$ cat src/rtl/gb_mbc_pkg.sv
// Shared region map, keys and types for the Game Boy bank-controller family.
// Every region is power-of-two sized and aligned, so decoding is a mask compare.
package gb_mbc_pkg;

    localparam logic [15:0] ROM0_BASE  = 16'h0000;
    localparam logic [15:0] ROM0_LIMIT = 16'h3FFF;
    localparam logic [15:0] ROMX_BASE  = 16'h4000;
    localparam logic [15:0] ROMX_LIMIT = 16'h7FFF;
    localparam logic [15:0] RAMG_BASE  = 16'h0000;
    localparam logic [15:0] RAMG_LIMIT = 16'h1FFF;
    localparam logic [15:0] BANK1_BASE  = 16'h2000;
    localparam logic [15:0] BANK1_LIMIT = 16'h3FFF;
    localparam logic [15:0] BANK2_BASE  = 16'h4000;
    localparam logic [15:0] BANK2_LIMIT = 16'h5FFF;
    localparam logic [15:0] MODE_BASE  = 16'h6000;
    localparam logic [15:0] MODE_LIMIT = 16'h7FFF;
    localparam logic [15:0] XRAM_BASE  = 16'hA000;
    localparam logic [15:0] XRAM_LIMIT = 16'hBFFF;

    localparam logic [3:0] RAM_EN_KEY = 4'hA;
    localparam logic [7:0] OPEN_BUS   = 8'hFF;

    // ROM regions overlap the register-write regions, so one flag per region.
    typedef struct packed {
        logic rom0;
        logic romx;
        logic ramg;
        logic bank1;
        logic bank2;
        logic mode;
        logic xram;
    } region_t;

    function automatic logic in_region(input logic [15:0] addr,
                                       input logic [15:0] base,
                                       input logic [15:0] limit);
        return (addr & ~(limit - base)) == base;
    endfunction

endpackage

$ cat src/rtl/mbc_decode.sv
// CPU address to region flags; shared by all bank-controller variants.
module mbc_decode
    import gb_mbc_pkg::*;
(
    input  logic [15:0] i_addr,
    output region_t     o_region
);

    always_comb begin
        o_region       = '0;
        o_region.rom0  = in_region(i_addr, ROM0_BASE,  ROM0_LIMIT);
        o_region.romx  = in_region(i_addr, ROMX_BASE,  ROMX_LIMIT);
        o_region.ramg  = in_region(i_addr, RAMG_BASE,  RAMG_LIMIT);
        o_region.bank1 = in_region(i_addr, BANK1_BASE, BANK1_LIMIT);
        o_region.bank2 = in_region(i_addr, BANK2_BASE, BANK2_LIMIT);
        o_region.mode  = in_region(i_addr, MODE_BASE,  MODE_LIMIT);
        o_region.xram  = in_region(i_addr, XRAM_BASE,  XRAM_LIMIT);
    end

endmodule

$ cat src/rtl/mbc_banked.sv
// MBC1-style bank controller: control registers, ROM/RAM address translation
// and the CPU read mux. All outputs are combinational from the current registers.
module mbc_banked
    import gb_mbc_pkg::*;
#(
    parameter int ROM_BANK_BITS = 7,
    parameter int RAM_BANK_BITS = 2,
    parameter int RAM_PRESENT   = 1
) (
    input  logic                          clockgb,
    input  logic                          resetn,
    input  logic [15:0]                   address,
    input  logic [7:0]                    indata,
    output logic [7:0]                    outdata,
    input  logic                          load,
    input  logic                          store,
    output logic [14+ROM_BANK_BITS-1:0]   rom_addr,
    output logic                          rom_sel,
    input  logic [7:0]                    rom_data,
    output logic [13+RAM_BANK_BITS-1:0]   ram_addr,
    output logic                          ram_sel,
    output logic                          ram_store,
    input  logic [7:0]                    ram_data,
    output logic                          ram_enabled
);

    localparam logic HAS_RAM = (RAM_PRESENT != 0);

    region_t w_region;

    logic       r_ram_en;
    logic [4:0] r_bank_lo;
    logic [1:0] r_bank_hi;
    logic       r_mode;

    mbc_decode u_decode (
        .i_addr   (address),
        .o_region (w_region)
    );

    always_ff @(posedge clockgb) begin
        if (!resetn) begin
            r_ram_en  <= 1'b0;
            r_bank_lo <= 5'd1;
            r_bank_hi <= 2'd0;
            r_mode    <= 1'b0;
        end else if (store) begin
            if (w_region.ramg)
                r_ram_en <= (indata[3:0] == RAM_EN_KEY);
            // Bank 0 is never selectable in the upper window; 0x20/0x40/0x60 alias to 1.
            if (w_region.bank1)
                r_bank_lo <= (indata[4:0] == 5'd0) ? 5'd1 : indata[4:0];
            if (w_region.bank2)
                r_bank_hi <= indata[1:0];
            if (w_region.mode)
                r_mode <= indata[0];
        end
    end

    logic [6:0]               w_bank_full;
    logic [6:0]               w_bank_hi_only;
    logic [ROM_BANK_BITS-1:0] w_rom_bank;

    assign w_bank_full    = {r_bank_hi, r_bank_lo};
    assign w_bank_hi_only = {r_bank_hi, 5'b0};

    always_comb begin
        w_rom_bank = '0;
        if (w_region.romx)
            w_rom_bank = w_bank_full[ROM_BANK_BITS-1:0];
        else if (r_mode)
            w_rom_bank = w_bank_hi_only[ROM_BANK_BITS-1:0];
    end

    assign rom_addr = {w_rom_bank, address[13:0]};
    assign rom_sel  = load & (w_region.rom0 | w_region.romx);

    generate
        if (RAM_BANK_BITS > 0) begin : g_ram_rank
            logic [RAM_BANK_BITS-1:0] w_rank;
            assign w_rank   = r_mode ? r_bank_hi[RAM_BANK_BITS-1:0] : '0;
            assign ram_addr = {w_rank, address[12:0]};
        end else begin : g_ram_flat
            assign ram_addr = address[12:0];
        end
    endgenerate

    logic w_ram_ok;

    assign w_ram_ok    = w_region.xram & r_ram_en & HAS_RAM;
    assign ram_sel     = w_ram_ok & (load | store);
    assign ram_store   = w_ram_ok & store;
    assign ram_enabled = r_ram_en;

    always_comb begin
        outdata = OPEN_BUS;
        if (load) begin
            if (w_region.rom0 | w_region.romx)
                outdata = rom_data;
            else if (w_ram_ok)
                outdata = ram_data;
        end
    end

    // Bits that go unread for some parameter choices.
    logic w_unused;
    assign w_unused = ^{indata[7:5], w_bank_full, w_bank_hi_only, ram_data};

endmodule

$ cat config.mk
export PLATFORM = sky130hd
export DESIGN_NAME = mbc_banked
export DESIGN_NICKNAME = d
export VERILOG_FILES = /design/src/rtl/gb_mbc_pkg.sv /design/src/rtl/mbc_decode.sv /design/src/rtl/mbc_banked.sv
export SDC_FILE = /design/constraint.sdc
export NUM_CORES = 1
export LEC_CHECK = 0
export ABC_AREA = 1
export CORE_ASPECT_RATIO = 0.9
export CORE_MARGIN = 2
export CORE_UTILIZATION = 30
export CTS_BUF_LIST = sky130_fd_sc_hd__clkbuf_16
export DETAILED_ROUTE_END_ITERATION = 8
export GPL_ROUTABILITY_DRIVEN = 0
export PLACE_DENSITY = 0.81
export SLEW_MARGIN = 20
export SYNTH_ARGS = -nofsm -noshare
export SYNTH_HDL_FRONTEND = slang
export SYNTH_SLANG_ARGS = --single-unit
$ cat constraint.sdc
create_clock -name clockgb -period 1.5 [get_ports clockgb]
set_input_delay 0.45 -clock clockgb [delete_from_list [all_inputs] [get_ports clockgb]]
set_output_delay 0.45 -clock clockgb [all_outputs]
set_load 0.02 [all_outputs]
* After elaboration in Yosys (flattened, before gate mapping)
Index checks and enable logic that the tools add are counted.
** Storage, ports and cells
- Bits in registers :: 9
- Output and inout bits :: 48
** Operators by class
- Equality and inequality tests :: 6
- Mux-type cells :: 7
- Bitwise gates (word level) :: 6
- Reduce and logical (&&, ||, !) cells :: 7
** Operators by type and width (number)
- 16-bit logical NOT :: 2
- 8-bit 2-to-1 mux :: 3
- 7-bit 2-to-1 mux :: 2
- 2-bit AND reduction :: 4
- 3-bit by 2-bit equality test with 1-bit output, second input constant :: 2
- 5-bit logical NOT :: 1
- 5-bit 2-to-1 mux :: 1
- 1-bit bitwise AND :: 4
- 4-bit equality test, second input constant :: 1
- 3-bit by 1-bit equality test with 1-bit output, second input constant :: 1
- 3-bit equality test, second input constant :: 1
- 2-bit by 1-bit equality test with 1-bit output, second input constant :: 1
- 2-bit 2-to-1 mux :: 1
- 1-bit bitwise OR :: 2

* Depth between registers and ports, before layout
Gate-level depths: netlist of the first run.
- Depth after elaboration :: 5
- Gate-level depth with buffers :: 6

* By module
From an unflattened synthesis of the first run, not the netlist that was laid out.
** Unflattened totals
- Cell total of the unflattened synthesis :: 143
- Area, all modules :: 854.6 µm²
** Modules (own cells, without submodules)
- mbc_banked :: instances 1, cells each 130, area an instance 805.8 µm²
- mbc_decode :: instances 1, cells each 13, area an instance 48.8 µm²

* Worst setup path after synthesis of the first run
OpenSTA, ideal clock, no wires.
- Path kind :: in2out
- From :: input port address[15]
- To :: output port rom_addr[19]
- Data arrival time :: 1.154 ns
- Required time :: 1.050 ns
- Setup slack :: -0.104 ns
- Cell stages on the path :: 3
- Path buffers :: 0
- Cell sequence :: inv_2 > nand2_1 > a21boi_0
** Between the ends
- Cells in the longest elaborated chain, start to end :: 2
** Ends and longest elaborated chain
- start, declared :: line mbc_banked.sv:12 : input logic [15:0] address,
- 2-bit by 1-bit equality test with 1-bit output :: line gb_mbc_pkg.sv:37 : return (addr & ~(limit - base)) == base;
- 7-bit 2-to-1 mux :: line mbc_banked.sv:69 : if (w_region.romx)
- end, declared :: line mbc_banked.sv:17 : output logic [14+ROM_BANK_BITS-1:0] rom_addr,
Every way passes these cells.

* Worst setup path in the final report of the first run
- From :: input port load
- To :: output port outdata[1]
** Between the ends
- Cells in the longest elaborated chain, start to end :: 1
** Ends and longest elaborated chain
- start, declared :: line mbc_banked.sv:15 : input logic load,
- 8-bit 2-to-1 mux :: line mbc_banked.sv:97 : if (load) begin
- end, declared :: line mbc_banked.sv:14 : output logic [7:0] outdata,
Every way passes these cells.

==> metrics.md, run 1 <==
| Metric | Value |
|---|---|
| Largest family of logic cells by synthesized area | `simple AND/OR/NAND/NOR gates` |
| Initial Utilization | `31.42%` |
| Adder-cell share of the synthesized area | `0%` |
| Slew HR | `77.66%` |
| FP Rows | `18` |
| Die Ht | `between 50 and 60 µm` |
| Routed wire length | `2.384 mm` |
| Clock transition at path regs | `0.04 ns` |
| Post-synthesis average cell area | `5.873 µm²` |
| Hold worst-path end | `r_bank_lo[1]` |
| Outcome | `complete, but fails checks` |
| Failing checks | `negative setup slack` |
| RSZ-0062 raised after global routing | `yes` |
| Die width | `between 60 and 70 µm` |
| Skew-Pair Late Insertion Delay | `0.23 ns` |
| Sequential power share | `roughly a quarter` |
| 1st-pass router iterations | `4` |
| Layout cells sized above 1 | `38.62%` |
| Seq/Total Area, Yosys | `20.87%` |
| Setup-failing EPs final | `10` |
| Mapped Nets | `between 150 and 200` |
| Critical path startpoint category | `primary input` |
| Num CTS Buffers | `3` |
| Mapped Cells | `~150` |
| Area grow syn2layout | `69.28%` |
| Xor/xnor share of the synthesized area | `0%` |
| Multiplexer area fraction after synthesis | `0%` |
| Sink Count | `9` |
| Highest Clock Rate | `0.6288 GHz` |
| Worst slew pin tran | `between 0.3 and 0.4 ns` |
| Hold path depth | `2` |
| Drt wl/cell | `10.41 µm` |
| Sw frac | `25.35%` |
| Critical path endpoint category | `primary output` |
| Worst hold path class | `flop to flop` |
| Clock Tree Buf Depth | `2` |
| Max Slew Vio Count | `0` |
| Filler Cells Inserted | `~280` |
| Worst vdd ir | `0.4044 mV` |
| All-layer global routing usage | `15.10%` |
| Io pins | `92` |
| Die ar. | `0.003323 mm²` |
| Worst r2r dst | `ram_enabled` |
| First-pass GRT wire length | `roughly 3.7 mm` |
| Final ANT Viol Nets | `0` |
| Vias | `916` |
| Setup ws final | `-0.09041 ns` |
| P_int | `719.4 µW` |
| Cell Area, Synth | `863.3 µm²` |
| Worst Reg2Reg Path Length in Cells | `3` |
| Switching power | `about 240 µW` |
| Crit path kind | `primary input to primary output` |
| DR DRC count | `0` |
| Tot Pwr | `963.7 µW` |
| Crit Path Max Fanout | `8` |
| Synth Area in Compound Gates | `7.536%` |
| Max cap viols | `0` |
| R2R setup slack | `0.79 ns` |
| Vias in the first global route | `884` |
| Placed cells | `218` |
| Gate power share | `25.4%` |
| Post-DR vias/cell | `4.000` |
| Total inserted antenna cells | `0` |
| Pwr Density | `659.4 mW/mm²` |
| Finished Layout Cells | `229` |
| Worst Path Required | `about 1.1 ns` |
| Overflow after GRT | `0` |
| Hold buffers post-CTS | `0` |
| Setup TNS Final | `-0.6948 ns` |
| Post-synthesis register bit count | `9` |
| CTS tree | `done` |
| YS warnings | `0` |
| Final Hold Viols | `0` |
| Htree depth | `1` |
| Clock power share | `48.3%` |
| Final net count | `between 200 and 250` |
| Core area | `approximately 0.0027 mm²` |
| Final worst-path cycle share | `106.0%` |
| DR iter-0 viols | `20` |
| Port Buf Inserts | `49` |
| Clock Tree Root | `clkbuf_16` |
| Worst Path Arrival | `1.14 ns` |
| Fin Clk Skew | `0 ns` |
| Beginning of the worst hold path | `r_bank_lo[1]` |
| Post-DP HPWL | `1.695 mm` |
| Pleak | `approximately 0.76 nW` |
| Initial antenna violation count | `0` |
| Worst R2R Start | `ram_enabled` |
| Tmin final | `1.590 ns` |
| Synth cell types | `17` |
| Synth Area in Simple Gates | `about 36%` |
| Pin count of the biggest net entering global routing | `10` |
## power groups by stage
stage / Clock [mW] / Combinational (mW) / Sequential, mW
3_3_place_gp: 0 / 0.226 / 0.257
5_1_grt: 0.482 / 0.266 / 0.255
6_report: 0.465 / 0.244 / 0.254
3_5_place_dp: 0 / 0.228 / 0.258
2_1_floorplan: 0 / 0.196 / 0.258
4_1_cts: 0.474 / 0.227 / 0.254
## how the worst max path moves through the flow
stage | depth (start not counted) | startpoint | endpoint | slack [ns]
2_1_floorplan | 3 | address[15] | rom_addr[19] | -0.10
3_3_place_gp | 4 | address[14] | rom_addr[20] | -1.01
3_5_place_dp | 6 | address[15] | outdata[2] | -1.03
4_1_cts | 7 | address[14] | outdata[1] | -0.12
5_1_grt | 6 | load | outdata[3] | -0.13
6_report | 6 | load | outdata[1] | -0.09
## cells in the mapped netlist, drive strengths merged
library cell	count	area, µm²
a21boi	2	15.01
nand2	32	130.1
a21oi	9	45.04
buf	28	206.4
dfxtp	9	180.2
o21ai	1	5.000
inv	26	97.60
nand3	2	15.01
nor2	38	168.9
## routing by layer
layer / track usage [%] / share of wire, %
met1: 15.85 / 39
met2: 27.54 / 53
met3: 5.814 / 5.5
met4: 5.797 / 2.2
met5: 0 / 0
## layout make-up
cell class | instances | area [µm²] | share of cell area, %
clock buffers | 3 | 75.07 | 5.137
multi-input cells | 84 | 483.0 | 33.05
flip-flops and latches | 9 | 181.4 | 12.41
clock inverters | 1 | 3.754 | 0.2568
repair buffers | 66 | 563.0 | 38.53
inverters | 26 | 105.1 | 7.192
well taps | 40 | 50.05 | 3.425
## registers in the layout, indices dropped and copies added (netlist names)
name,flops
r_bank_lo,5
r_bank_hi,2
r_mode,1
ram_enabled,1
## cell families after synthesis
family                 count (synthesis)
flip-flops                             9
buffers and inverters                 54
AO/OA/AOI/OAI                         12
AND/OR/NAND/NOR                       72
## critical path: stages
cell	delay, ns
clkbuf_4	0.15
nand2_4	0.07
nor2_4	0.12
buf_12	0.14
a21oi_2	0.05
buf_4	0.15
## layout by cell type (no fill, tap or decap), types with 2 or more instances in the layout
cell | Yosys | layout
nor2_1 | 35 | 30
nand2_1 | 30 | 26
inv_1 | 24 | 24
buf_4 | 27 | 21
dlygate4sd2_1 | 0 | 18
buf_2 | 0 | 9
a21oi_2 | 0 | 8
buf_6 | 0 | 8
dfxtp_1 | 9 | 8
clkdlybuf4s50_1 | 0 | 6
nor2_2 | 1 | 5
nand2_4 | 1 | 3
clkbuf_16 | 0 | 3
nor2_4 | 1 | 2
nand2_2 | 1 | 2
## repair_timing
action	CTS	global route
setup buffers	6	1
gates resized for setup	148	21
setup endpoints to repair	22	20
pin swaps	17	9
hold endpoints to repair	0	0
## stage by stage
step | hold WS [ns] | setup WS, ns | util (%) | area (µm²)
after floorplan | 0.4550 | -0.1039 | - | 893.4
after global placement | 0.4672 | -1.013 | 47.86 | 1315
after detailed placement | 0.4766 | -1.033 | 47.86 | 1315
after CTS | 0.4835 | -0.1240 | 51.09 | 1404
after global routing | 0.5058 | -0.1252 | 53.19 | 1461
final | 0.4770 | -0.09041 | 53.19 | 1461
No activity file was read; power rests on OpenSTA's default activity.
==> inputs of run 2 (changes only) <==
--- a/config.mk
+++ b/config.mk
@@ -8,11 +8,10 @@
 export ABC_AREA = 1
 export CORE_ASPECT_RATIO = 0.9
 export CORE_MARGIN = 2
-export CORE_UTILIZATION = 30
+export CORE_UTILIZATION = 28
 export CTS_BUF_LIST = sky130_fd_sc_hd__clkbuf_16
 export DETAILED_ROUTE_END_ITERATION = 8
-export GPL_ROUTABILITY_DRIVEN = 0
-export PLACE_DENSITY = 0.81
+export PLACE_DENSITY = 0.76
 export SLEW_MARGIN = 20
 export SYNTH_ARGS = -nofsm -noshare
 export SYNTH_HDL_FRONTEND = slang
==> constraint.sdc (replaced) <==
create_clock -name clockgb -period 1.8 [get_ports clockgb]
set_input_delay 0.54 -clock clockgb [delete_from_list [all_inputs] [get_ports clockgb]]
set_output_delay 0.54 -clock clockgb [all_outputs]
set_load 0.02 [all_outputs]
==> metrics.md, run 2 (synthesis gave the netlist of run 1 again) <==
| Metric | Value |
|---|---|
| Vias in the first global route | `855` |
| Die ar. | `0.003544 mm²` |
| Drt wl/cell | `between 10 and 15 µm` |
| Max Slew Vio Count | `0` |
| Worst path slowest cell | `a21oi_2` |
| Tot Pwr | `780.2 µW` |
| Crit path kind | `primary input to primary output` |
| Clock transition at path regs | `0.04 ns` |
| Crit Path Max Fanout | `8` |
| Commonest cells after routing, fill and taps aside | `nor2_1 (34), nand2_1 (27), inv_1 (25)` |
| Critical path endpoint category | `primary output` |
| Worst vdd ir | `~0.7 mV` |
| Commonest non-fill, non-tap cell in the layout | `nor2_1` |
| Io pins | `92` |
| Gate power share | `24.0%` |
| CP cell instances | `buf_2 -> nand2_2 -> nor2_4 -> buf_12 -> a21oi_2 -> buf_6` |
| Clock Tree Root | `clkbuf_16` |
| Worst Reg2Reg Path Length in Cells | `3` |
| 1st-pass router iterations | `4` |
| Max reg flops | `5` |
| Pin count of the biggest net entering global routing | `10` |
| Cell family with most CP delay | `buffers and inverters` |
| Area grow syn2layout | `59.42%` |
| Critical path startpoint category | `primary input` |
| Biggest regs | `r_bank_lo: 5 flops, r_bank_hi: 2 flops` |
| Worst Path Required | `1.26 ns` |
| Final worst-path cycle share | `98.63%` |
| Die width | `62.53 µm` |
| Most flop-heavy register | `r_bank_lo` |
| Util after Layout | `between 40% and 50%` |
| Filler Cells Inserted | `328` |
| Pleak | `0.7439 nW` |
| Fin Clk Skew | `0 ns` |
| Design area | `0.001376 mm²` |
| Final ANT Viol Nets | `0` |
| Skew-Pair Late Insertion Delay | `0.23 ns` |
| Clock power share | `48.9%` |
| Critical path buffers and inverters | `3` |
| DR iter-0 viols | `10` |
| Final Wtd Congestion | `0.7618` |
| Total inserted antenna cells | `0` |
| Worst hold path class | `flop to flop` |
| Post-DP HPWL | `1.622 mm` |
| Slew HR | `about four fifths` |
| Vias | `902` |
| Setup-failing EPs final | `0` |
| Area of placed instances | `0.001245 mm²` |
| P_int | `589.9 µW` |
| Num CTS Buffers | `3` |
| Sink Count | `9` |
| DR DRC count | `0` |
| Worst Path Arrival | `between 1 and 1.5 ns` |
| Hold path depth | `2` |
| Outcome | `finished clean` |
| Switching power | `between 150 and 200 µW` |
| Core area | `0.002995 mm²` |
| Sequential power share | `27.1%` |
| Overflow after GRT | `0` |
| Htree depth | `1` |
| Crit path depth | `6` |
| CTS tree | `done` |
| Sw frac | `24.39%` |
| Pwr Density | `between 500 and 600 mW/mm²` |
| Routed wire length | `2.303 mm` |
| Initial Utilization | `28.82%` |
| All-layer global routing usage | `13.42%` |
| Highest Clock Rate | `approximately 0.56 GHz` |
| Worst slew pin tran | `approximately 0.33 ns` |
| Hold buffers post-CTS | `0` |
| Layout cells sized above 1 | `32.26%` |
| Max cap viols | `0` |
| Tmin final | `1.775 ns` |
| RSZ-0062 raised after global routing | `no` |
| First-pass GRT wire length | `between 3 and 4 mm` |
| Die Ht | `56.68 µm` |
| Clock Tree Buf Depth | `2` |
| FP Rows | `19` |
| Initial antenna violation count | `0` |
| Post-DR vias/cell | `3.956` |
| Final net count | `231` |
| Worst path max stage delay | `0.16 ns` |
| Final Hold Viols | `0` |
| Port Buf Inserts | `49` |
-- run 2: worst paths after layout --
| path | from | to | slack (ns) |
|---|---|---|---|
| max | load | outdata[6] | 0.02 |
| min | r_bank_lo[4] | r_bank_lo[4] | 0.48 |
| max reg2reg | ram_enabled | ram_enabled | 1.09 |
| min reg2reg | r_bank_lo[4] | r_bank_lo[4] | 0.48 |
-- run 2: tightest hold or removal path: cells and delay by family, from the launching register on --
family           cells  cell delay (ns)
DFF                  1             0.30
and+or+nand+nor      2             0.14
-- run 2: layout make-up --
cell class | count | area (µm²) | area share, %
Clock buffer | 3 | 75.07 | 5.455
Multi-Input combinational cell | 84 | 440.4 | 32.00
Inverter | 26 | 100.1 | 7.273
Tap cell | 42 | 52.55 | 3.818
Sequential cell | 9 | 180.2 | 13.09
Clock inverter | 1 | 3.754 | 0.2727
Timing Repair Buffer | 63 | 524.3 | 38.09
-- run 2: power by group through the flow --
| stage | registers, mW | logic, mW | clock network [mW] |
|---|---|---|---|
| finish | 0.211 | 0.187 | 0.382 |
| global route | 0.212 | 0.204 | 0.404 |
| CTS | 0.211 | 0.184 | 0.391 |
| detailed placement | 0.214 | 0.182 | 0 |
| global placement | 0.214 | 0.181 | 0 |
| floorplan | 0.215 | 0.159 | 0 |
-- run 2: what timing repair did --
| item | CTS | global route |
|---|---|---|
| buffers inserted | 8 | 0 |
| pin swaps | 21 | 2 |
| resized for setup | 141 | 4 |
| setup endpoints to repair | 22 | 11 |
-- run 2: per-stage QoR --
stage	setup slack (ns)	instances	TNS, ns	hold WS [ns]
CTS	0.007952	228	0	0.4878
detailed placement	-0.9010	216	-15.28	0.4774
floorplan	0.01611	147	0	0.4550
finish	0.02466	228	0	0.4845
global route	0.0006799	228	0	0.5102
global placement	-0.9251	216	-15.19	0.4670
-- run 2: layer usage --
layer | vias up | track usage, % | routed length, µm
met5 | - | 0 | 0
met4 | 0 | 2.540 | 2
met3 | 2 | 4.409 | 118
met2 | 21 | 24.42 | 1235
met1 | 397 | 15.38 | 946
li1 | 482 | - | -
